File: config.mk
export PLATFORM = sky130hd
export DESIGN_NAME = seg7_dec_scan_flat
export DESIGN_NICKNAME = d
export VERILOG_FILES = /design/src/rtl/seg7_pkg.sv /design/src/rtl/seg7_dec_scan_if.sv /design/src/rtl/bin2bcd_seq.sv /design/src/rtl/seg7_dec_scan.sv /design/src/flat_wrapper.sv
export SDC_FILE = /design/constraint.sdc
export NUM_CORES = 1
export LEC_CHECK = 0
export ABC_AREA = 1
export BUFFER_PORTS_ARGS = -buffer_cell sky130_fd_sc_hd__buf_4
export CORE_ASPECT_RATIO = 0.9
export CORE_UTILIZATION = 45
export CTS_BUF_LIST = sky130_fd_sc_hd__clkbuf_8
export DETAILED_ROUTE_END_ITERATION = 6
export GPL_ROUTABILITY_DRIVEN = 1
export PLACE_DENSITY = 0.64
export SLEW_MARGIN = 20
export SYNTH_ARGS = -nofsm -noshare
export SYNTH_HDL_FRONTEND = slang
export SYNTH_SLANG_ARGS = --single-unit
File: constraint.sdc
create_clock -name clk -period 2.15 [get_ports clk]
set_clock_uncertainty 0.15 [all_clocks]
set_input_delay 0.5375 -clock clk [delete_from_list [all_inputs] [get_ports clk]]
set_output_delay 0.5375 -clock clk [all_outputs]
set_load 0.01 [all_outputs]
File: src/rtl/seg7_pkg.sv
// seg7_pkg: shared FSM state type, digit count and active-low segment codes
package seg7_pkg;
  typedef enum logic [1:0] {IDLE, SHIFT, DONE} state_t;
  localparam int NDIGITS = 4;
  localparam logic [6:0] BLANK = 7'h7F;
  localparam logic [9:0][6:0] SEG_CODE = {7'h10, 7'h00, 7'h78, 7'h02, 7'h12,
                                          7'h19, 7'h30, 7'h24, 7'h79, 7'h40};
  function automatic logic [6:0] seg_code(input logic [3:0] nib);
    return nib < 4'd10 ? SEG_CODE[nib] : BLANK;
  endfunction
endpackage

File: src/rtl/seg7_dec_scan_if.sv
// seg7_dec_scan_if: display bus; master drives val, slave drives seg/dp/an/busy
interface seg7_dec_scan_if #(parameter int WIDTH = 4);
  logic [WIDTH-1:0] val;
  logic [6:0] seg;
  logic dp;
  logic [3:0] an;
  logic busy;
  modport master (output val, input seg, dp, an, busy);
  modport slave (input val, output seg, dp, an, busy);
endinterface

File: src/rtl/bin2bcd_seq.sv
// bin2bcd_seq: shift/add-3 binary-to-BCD converter; clk, rst, start, bin_in in; busy, done, bcd out
module bin2bcd_seq
  import seg7_pkg::*;
#(
  parameter int WIDTH = 4
) (
  input  logic             clk,
  input  logic             rst,
  input  logic             start,
  input  logic [WIDTH-1:0] bin_in,
  output logic             busy,
  output logic             done,
  output logic [15:0]      bcd
);
  localparam int CW = $clog2(WIDTH + 1);
  state_t state, state_n;
  logic [WIDTH-1:0] bin;
  logic [CW-1:0] cnt;
  logic [15:0] adj;
  for (genvar d = 0; d < NDIGITS; d++) begin : g_adj
    assign adj[4*d +: 4] = bcd[4*d +: 4] >= 4'd5 ? bcd[4*d +: 4] + 4'd3 : bcd[4*d +: 4];
  end
  always_comb begin
    state_n = state;
    state_n = state == IDLE  ? (start ? SHIFT : IDLE) :
              state == SHIFT ? (cnt == CW'(WIDTH - 1) ? DONE : SHIFT) : IDLE;
  end
  always_ff @(posedge clk) begin
    if (rst) begin
      state <= IDLE;
      bin   <= '0;
      bcd   <= '0;
      cnt   <= '0;
    end else begin
      state <= state_n;
      if (state == IDLE && start) begin
        bin <= bin_in;
        bcd <= '0;
        cnt <= '0;
      end else if (state == SHIFT) begin
        {bcd, bin} <= {adj, bin} << 1;
        cnt        <= cnt + 1'b1;
      end
    end
  end
  assign busy = state != IDLE;
  assign done = state == DONE;
endmodule

File: src/rtl/seg7_dec_scan.sv
// seg7_dec_scan: decimal 4-digit multiplexed 7-seg driver; clk, rst, bus (val in; seg, dp, an, busy out)
module seg7_dec_scan
  import seg7_pkg::*;
#(
  parameter int WIDTH    = 4,
  parameter int SCAN_DIV = 50000,
  parameter int LZB      = 1
) (
  input logic            clk,
  input logic            rst,
  seg7_dec_scan_if.slave bus
);
  localparam int DW = $clog2(SCAN_DIV);
  logic [WIDTH-1:0] val_q, last_val;
  logic [15:0] disp_bcd, bcd, hi;
  logic [DW-1:0] div;
  logic [$clog2(NDIGITS)-1:0] idx;
  logic [6:0] seg_r;
  logic [NDIGITS-1:0] an_r;
  logic start, busy, done, tick, blank;
  assign start = !busy && val_q != last_val;
  bin2bcd_seq #(.WIDTH(WIDTH)) u_conv (
    .clk    (clk),
    .rst    (rst),
    .start  (start),
    .bin_in (val_q),
    .busy   (busy),
    .done   (done),
    .bcd    (bcd)
  );
  assign tick  = div == DW'(SCAN_DIV - 1);
  assign hi    = disp_bcd >> {idx, 2'b00};
  assign blank = LZB != 0 && idx != '0 && hi == 16'h0;
  always_ff @(posedge clk) begin
    if (rst) begin
      val_q    <= '0;
      last_val <= '0;
      disp_bcd <= '0;
      div      <= '0;
      idx      <= '0;
      seg_r    <= BLANK;
      an_r     <= '1;
    end else begin
      val_q <= bus.val;
      div   <= tick ? '0 : div + 1'b1;
      if (start) last_val <= val_q;
      if (done) disp_bcd <= bcd;
      if (tick) begin
        idx   <= idx + 1'b1;
        seg_r <= blank ? BLANK : seg_code(hi[3:0]);
        an_r  <= blank ? '1 : ~(NDIGITS'(1) << idx);
      end
    end
  end
  assign bus.seg  = seg_r;
  assign bus.an   = an_r;
  assign bus.dp   = 1'b1;
  assign bus.busy = busy;
endmodule

File: src/flat_wrapper.sv
// flat-port wrapper written by rule: the top's interface ports become plain ports
module seg7_dec_scan_flat import seg7_pkg::*;
#(
  parameter int WIDTH    = 4,
  parameter int SCAN_DIV = 50000,
  parameter int LZB      = 1
)
  (clk, rst, bus_val, bus_seg, bus_dp, bus_an, bus_busy);
  seg7_dec_scan_if #(.WIDTH(WIDTH)) bus_i ();
  input logic clk;
  input logic rst;
  input wire logic [$bits(bus_i.val)-1:0] bus_val;
  output wire logic [$bits(bus_i.seg)-1:0] bus_seg;
  output wire logic [$bits(bus_i.dp)-1:0] bus_dp;
  output wire logic [$bits(bus_i.an)-1:0] bus_an;
  output wire logic [$bits(bus_i.busy)-1:0] bus_busy;
  assign bus_i.val = bus_val;
  assign bus_seg = bus_i.seg;
  assign bus_dp = bus_i.dp;
  assign bus_an = bus_i.an;
  assign bus_busy = bus_i.busy;
  seg7_dec_scan #(.WIDTH(WIDTH), .SCAN_DIV(SCAN_DIV), .LZB(LZB)) u_core (.clk(clk), .rst(rst), .bus(bus_i));
endmodule
Word-level counts from Yosys, hierarchy flattened:

Memory sizes are Yosys's and may differ from the RTL's.
Cells that the tools add are included.

* add/sub/neg operators: 7
* magnitude comparators: 6
* eq/ne operators: 5
* shifts and indexed selects: 2
* multiplexer cells: 14
* bitwise gates (word level): 1
* reductions and logical operators: 11

Operator list (number)
* 2-to-1 mux 4 bit: 6
* 2-to-1 mux 7 bit: 3
* adder 16 x 1 -> 16 bit, second input constant: 1
* == test 16 bit, second input constant: 1
* greater-or-equal comparator 4 x 3 -> 1 bit, second input constant: 4
* logical NOT 16 bit: 1
* >> shifter 16 x 4 -> 16 bit: 1
* adder 4 x 2 -> 4 bit, second input constant: 3
* 2-to-1 mux 2 bit: 3
* nonzero test 2 bit: 3
* < comparator 4 x 5 -> 1 bit, second input constant: 1
* < comparator 4 bit, second input constant: 1
* != test 4 bit: 1
* inverter 4 bit: 1
* OR reduction 2 bit: 2
* left shift 1 x 2 -> 4 bit, first input constant: 1
* adder 3 x 1 -> 3 bit, second input constant: 1
* adder 3 x 2 -> 3 bit, second input constant: 1
* == test 3 x 2 -> 1 bit, second input constant: 1
* logical AND 1 bit: 3
* 2-to-1 mux 3 bit: 1
* adder 2 x 1 -> 2 bit, second input constant: 1
* == test 2 x 1 -> 1 bit, second input constant: 1
* == test 2 bit, second input constant: 1
* other kinds (3): 3

* bits in registers: 78
* bits in read-only memories: 112
* bits of input ports: 6
* output and inout bits: 13
* logic and storage cells: 58
* memories: 1

Memories
* (no name shown): words 16, width 7, read ports 1, clocked after Yosys merged registers in 0, write ports 0, line seg7_pkg.sv:9 `return nib < 4'd10 ? SEG_CODE[nib] : BLANK;`

Logic depth before layout (Yosys ltp):

* word-level depth: 5
* gate-level depth with buffers: 15

Hierarchy:

Synthesis repeated with hierarchy kept, for this count alone.

* cell total of the unflattened synthesis: 566
* area, all modules: 3937.5 µm²

Modules (own cells, without submodules)
* seg7_dec_scan: instances 1, cells each 360, area each 2571.2 µm², sequential area each 1061.0 µm²
* bin2bcd_seq: instances 1, cells each 206, area each 1366.3 µm², sequential area each 500.5 µm²

Least setup slack after synthesis:

No wires, ideal clock.

* path type: register to register
* start point: register u_core.idx[0]
* end point: register u_core.seg_r[0] (netlist: u_core.bus.seg[0])
* library setup time: 0.064 ns
* data arrival time: 1.748 ns
* slack: 0.188 ns
* stages on the path, launching flop included: 16
* path buffers: 1
* clock period less this slack: 1.962 ns
* cells stage by stage: dfxtp_1 > inv_2 > buf_6 > nand2_1 > nand2_1 > o21a_1 > inv_1 > ha_1 > inv_1 > nor2_1 > nand3_1 > nor3_2 > nand2_2 > nand2_4 > nor2_1 > nor2_1

* longest elaborated chain between the ends: 5
* elaborated cells on any way between the ends: 9
* classes of those cells: order compare (1); shift (1); mux (3); reduce/logical (3); memory (1)

RTL lines
* start, declared: line seg7_dec_scan.sv:17 `logic [$clog2(NDIGITS)-1:0] idx;`
* start signal, assigned: line seg7_dec_scan.sv:49 `idx <= idx + 1'b1;`
* >> shifter 16 x 4 -> 16 bit: line seg7_dec_scan.sv:32 `assign hi = disp_bcd >> {idx, 2'b00};`
* memory read (16 x 7 bit)
* 2-to-1 mux 7 bit (implied by the code): line seg7_pkg.sv:9
* 2-to-1 mux 7 bit: line seg7_pkg.sv:9
* 2-to-1 mux 7 bit *: line seg7_dec_scan.sv:50 `seg_r <= blank ? BLANK : seg_code(hi[3:0]);`
* end signal, assigned: line seg7_dec_scan.sv:50
* end, declared: line seg7_dec_scan.sv:18 `logic [6:0] seg_r;`

Mark *: on every way between the ends. The rest lies on a longest branch, timed or not. The select of a mux whose other input is x is not followed.
A chain may end at the register's enable or synchronous reset.

Worst setup path in the final report:

* start point: register u_core.idx[0]
* end point: register u_core.an_r[1] (netlist: u_core.bus.an[1])

* longest elaborated chain between the ends: 4
* elaborated cells on any way between the ends: 7
* classes of those cells: shift (2); mux (1); bitwise (1); reduce/logical (3)

RTL lines
* >> shifter 16 x 4 -> 16 bit: line seg7_dec_scan.sv:32
* logical NOT 16 bit: line seg7_dec_scan.sv:33 `assign blank = LZB != 0 && idx != '0 && hi == 16'h0;`
* logical AND 1 bit: line seg7_dec_scan.sv:33
* 2-to-1 mux 4 bit *: line seg7_dec_scan.sv:51 `an_r <= blank ? '1 : ~(NDIGITS'(1) << idx);`
* end signal, assigned: line seg7_dec_scan.sv:51
* end, declared: line seg7_dec_scan.sv:19 `logic [NDIGITS-1:0] an_r;`

Mark *: on every way between the ends. The rest lies on a longest branch, timed or not.

==> impl_summary.log <==
INFO  metric run_status = finished, final reports clean
INFO  metric final_critical_path_time_including_i_o_delays_and_setup = 2060 ps
INFO  metric post-route-worst-setup-slack = 92.1 ps
INFO  metric cts_made_buffers = 9
INFO  metric final_antenna_net_count = 0
INFO  metric power_density = 679 mW/mm^2
INFO  metric setup_failing_eps_final = 0
INFO  metric detailed_place.area = 0.00407 sq mm
INFO  metric stage_delay_of_the_slowest_cell_on_the_critical_path = 380 ps
INFO  metric yosys.cell_count.top_type = nand2_1
INFO  metric synth_warnings = 0
INFO  metric grt_antenna_before_repair = 0
INFO  metric regToRegSetupSlack = 90 ps
INFO  metric clkLatencyLatePin = 360 ps
INFO  metric final.hold.worst_slack = 231 ps
INFO  metric leak_pwr = 0.00187 uW
INFO  metric synth_edf_count = 0
INFO  metric post-route-cell-area = 0.00437 sq mm
INFO  metric detail_route.vias_per_cell = 4.98
INFO  metric hpwlAfterDp = 5.19 mm
INFO  metric worst-path-stages = 13
INFO  metric startpoint_type = register
INFO  metric cts_htree_levels = 3
INFO  metric ios = 19
INFO  metric synth_largest_type_area_fraction = 40.6%
INFO  metric async_reset_ff_share = 0%
INFO  metric grt-ovfl-total = 0
INFO  metric worst_path_max_delay_cell = dfxtp_4
INFO  metric totalWireLength = 7.39 mm
INFO  metric clock_tree_root_driver_cell = clkbuf_8
INFO  metric synthesis.area_per_instance = 7.41 sq um
INFO  metric arrival = 2200 ps
INFO  metric leading_area_contributor_after_synthesis = dfxtp_1
INFO  metric total_number_of_clock_tree_sinks = 78
INFO  metric globalplace.congestion = 0.863
INFO  metric clk_path_buf_depth = 2
INFO  metric rsz0062_at_grt = true
INFO  metric grt_first_pass_wirelength = 12.5 mm
INFO  metric synth_sequential_area_ratio = 40.6%
INFO  metric synthesis.nets = 545
INFO  metric floorplan.rows = 31
INFO  metric areaGrowthSynthToFinish = 13.7%
INFO  metric hold_viol_final = 0
INFO  metric start_util = 47.2%
INFO  metric crit_chain = buf_6 -> nand2_2 -> nand2_2 -> o21a_4 -> inv_4 -> ha_4 -> inv_2 -> nor2_1 -> nand3_1 -> nor3_2 -> nand2_2 -> buf_4 -> a21oi_1
INFO  metric dr.pass1.iters = 4
INFO  metric ys.flop_type = dfxtp_1
INFO  metric drt-initial-drc-count = 89
INFO  metric post-route-drc-count = 0
INFO  metric yosys-top-cells-count = 93 x nand2_1, 78 x dfxtp_1, 76 x nor2_1
INFO  metric timing.final.crit_share = 95.7%
INFO  metric worst_r2r_path_depth = 13
INFO  metric timing_max_transition_violations_final = 0
INFO  metric die_area = 0.00892 sq mm
INFO  metric clock_transition_at_path_regs = 80 ps
INFO  metric final_net_count = 570
INFO  metric timing.critical_path.to_type = register
INFO  metric final_core_utilization = 53.7%
INFO  metric worst-setup-path-type = reg2reg
INFO  metric vias_in_the_first_global_route = 2869
INFO  metric hold_path_class = in2reg
INFO  metric io_buffers = 17
INFO  metric dieWidth = 99.4 um
INFO  metric dpl_worst_slack = 66.6 ps
INFO  metric pin_count_of_the_biggest_net_entering_global_routing = 30
INFO  metric detailroute.via_count = 3225
INFO  metric netlist_instances = 519
INFO  metric ys_ff_latch = 78
INFO  metric power.ir.vdd_worst = 462 uV
INFO  metric critical_path_required = 2290 ps
INFO  metric synth_area = 0.00384 sq mm
INFO  metric postCtsHoldBufs = 0
INFO  metric cpMostUsedCell = nand2_2
INFO  metric fp.coreArea = 0.00815 sq mm
INFO  metric fp.dieH = 89.7 um
INFO  metric cp_max_fo = 6
INFO  metric synth.area.top_cells = dfxtp_1 41%, nand2_1 9.1%, nor2_1 7.4%, ha_1 6.5%, a21oi_1 5.5%
INFO  metric fmax = 486 MHz
INFO  metric hold_path_depth = 3
INFO  metric ant_diodes = 0
INFO  metric layout_cells_sized_above_1 = 14.9%
INFO  metric tritoncts = built
INFO  metric wl_per_cell = 11.4 um
INFO  metric global_route.usage.total = 17.6%
INFO  metric max_capacitance_violation_count = 0
INFO  metric path_buf_inv = 4
INFO  metric yosys.cell_types.count = 36
INFO  metric path_delay_family = simple AND/OR/NAND/NOR gates
==> final cells by class <==
| cell class | count | area, sq um |
|---|---|---|
| flip-flops and latches | 78 | 1570 |
| well taps | 99 | 124 |
| clock buffers | 9 | 124 |
| multi-input cells | 365 | 1980 |
| repair buffers | 31 | 254 |
| clock inverters | 7 | 96.3 |
| inverters | 59 | 230 |
| fillers | 785 | 3770 |
==> where the power goes <==
part           total (uW)  internal [uW]  leakage, uW  switching [uW]
clock                1230            658     0.000108             573
sequential           1500           1480     0.000633            24.4
combinational         233           82.4      0.00113             150
==> per-layer routing <==
metal / up-vias / global-route usage, % / share of wire, %
li1: 1714 / - / -
met1: 1445 / 21.4 / 49
met2: 55 / 30.6 / 47
met3: 11 / 5.03 / 3.5
met4: 0 / 5.48 / 1.2
met5: - / 0 / 0
==> kinds of logic after synthesis <==
kind of cell | count (synthesis) | share of synthesized area (%)
AND/OR/NAND/NOR | 247 | 29.6
flip-flops | 78 | 40.6
other | 1 | 0.0975
XOR/XNOR | 15 | 3.42
buffers and inverters | 76 | 8.69
adder cells (fa/ha/maj) | 20 | 6.51
AO/OA/AOI/OAI | 82 | 11.1
==> metrics by stage <==
step	std cells	setup TNS, ps	total power (uW)
floorplan	519	0	1710
global placement	628	0	1770
detailed placement	628	0	1770
CTS	644	0	3010
global route	648	-21.7	3090
finish	648	0	2970
==> final timing paths <==
check	startpoint	to
worst min register to register	u_core.div[0]	u_core.div[0]
worst max register to register	u_core.idx[0]	u_core.bus.an[1]
worst min-delay path	bus_val[1]	u_core.val_q[1]
worst max-delay path	u_core.idx[0]	u_core.bus.an[1]
==> placed cells by master, fill, tap and decap left out, drive strengths merged, types with 7 or more instances in the layout <==
master,count
nand2,102
or2,7
a21oi,42
dfxtp,78
nor2,78
buf,30
nand4,10
o21ai,32
xor2,14
clkbuf,9
inv,61
nor3,8
ha,20
nand3,36
==> state kept, by name, summed over array words and instances (netlist names) <==
name,count
u_core.u_conv.bin,4
u_core.u_conv.bcd,16
u_core.last_val,4
u_core.div,16
u_core.bus.an,4
u_core.u_conv.state,2
u_core.idx,2
u_core.u_conv.cnt,3
u_core.disp_bcd,16
u_core.bus.seg,7
u_core.val_q,4
==> worst register-to-register path: stages (launching register included) <==
cell	delay [ps]
dfxtp_4	380
buf_6	130
nand2_2	60
nand2_2	60
o21a_4	240
inv_4	70
ha_4	120
inv_2	30
nor2_1	90
nand3_1	80
nor3_2	190
nand2_2	140
buf_4	160
a21oi_1	100
==> what timing repair did <==
item / in CTS / in global routing
setup buffers: 0 / 4
endpoints found under the setup margin: 0 / 10
resized for setup: 0 / 15
hold endpoints to repair: 0 / 0
No activity file was read; power rests on OpenSTA's default activity.
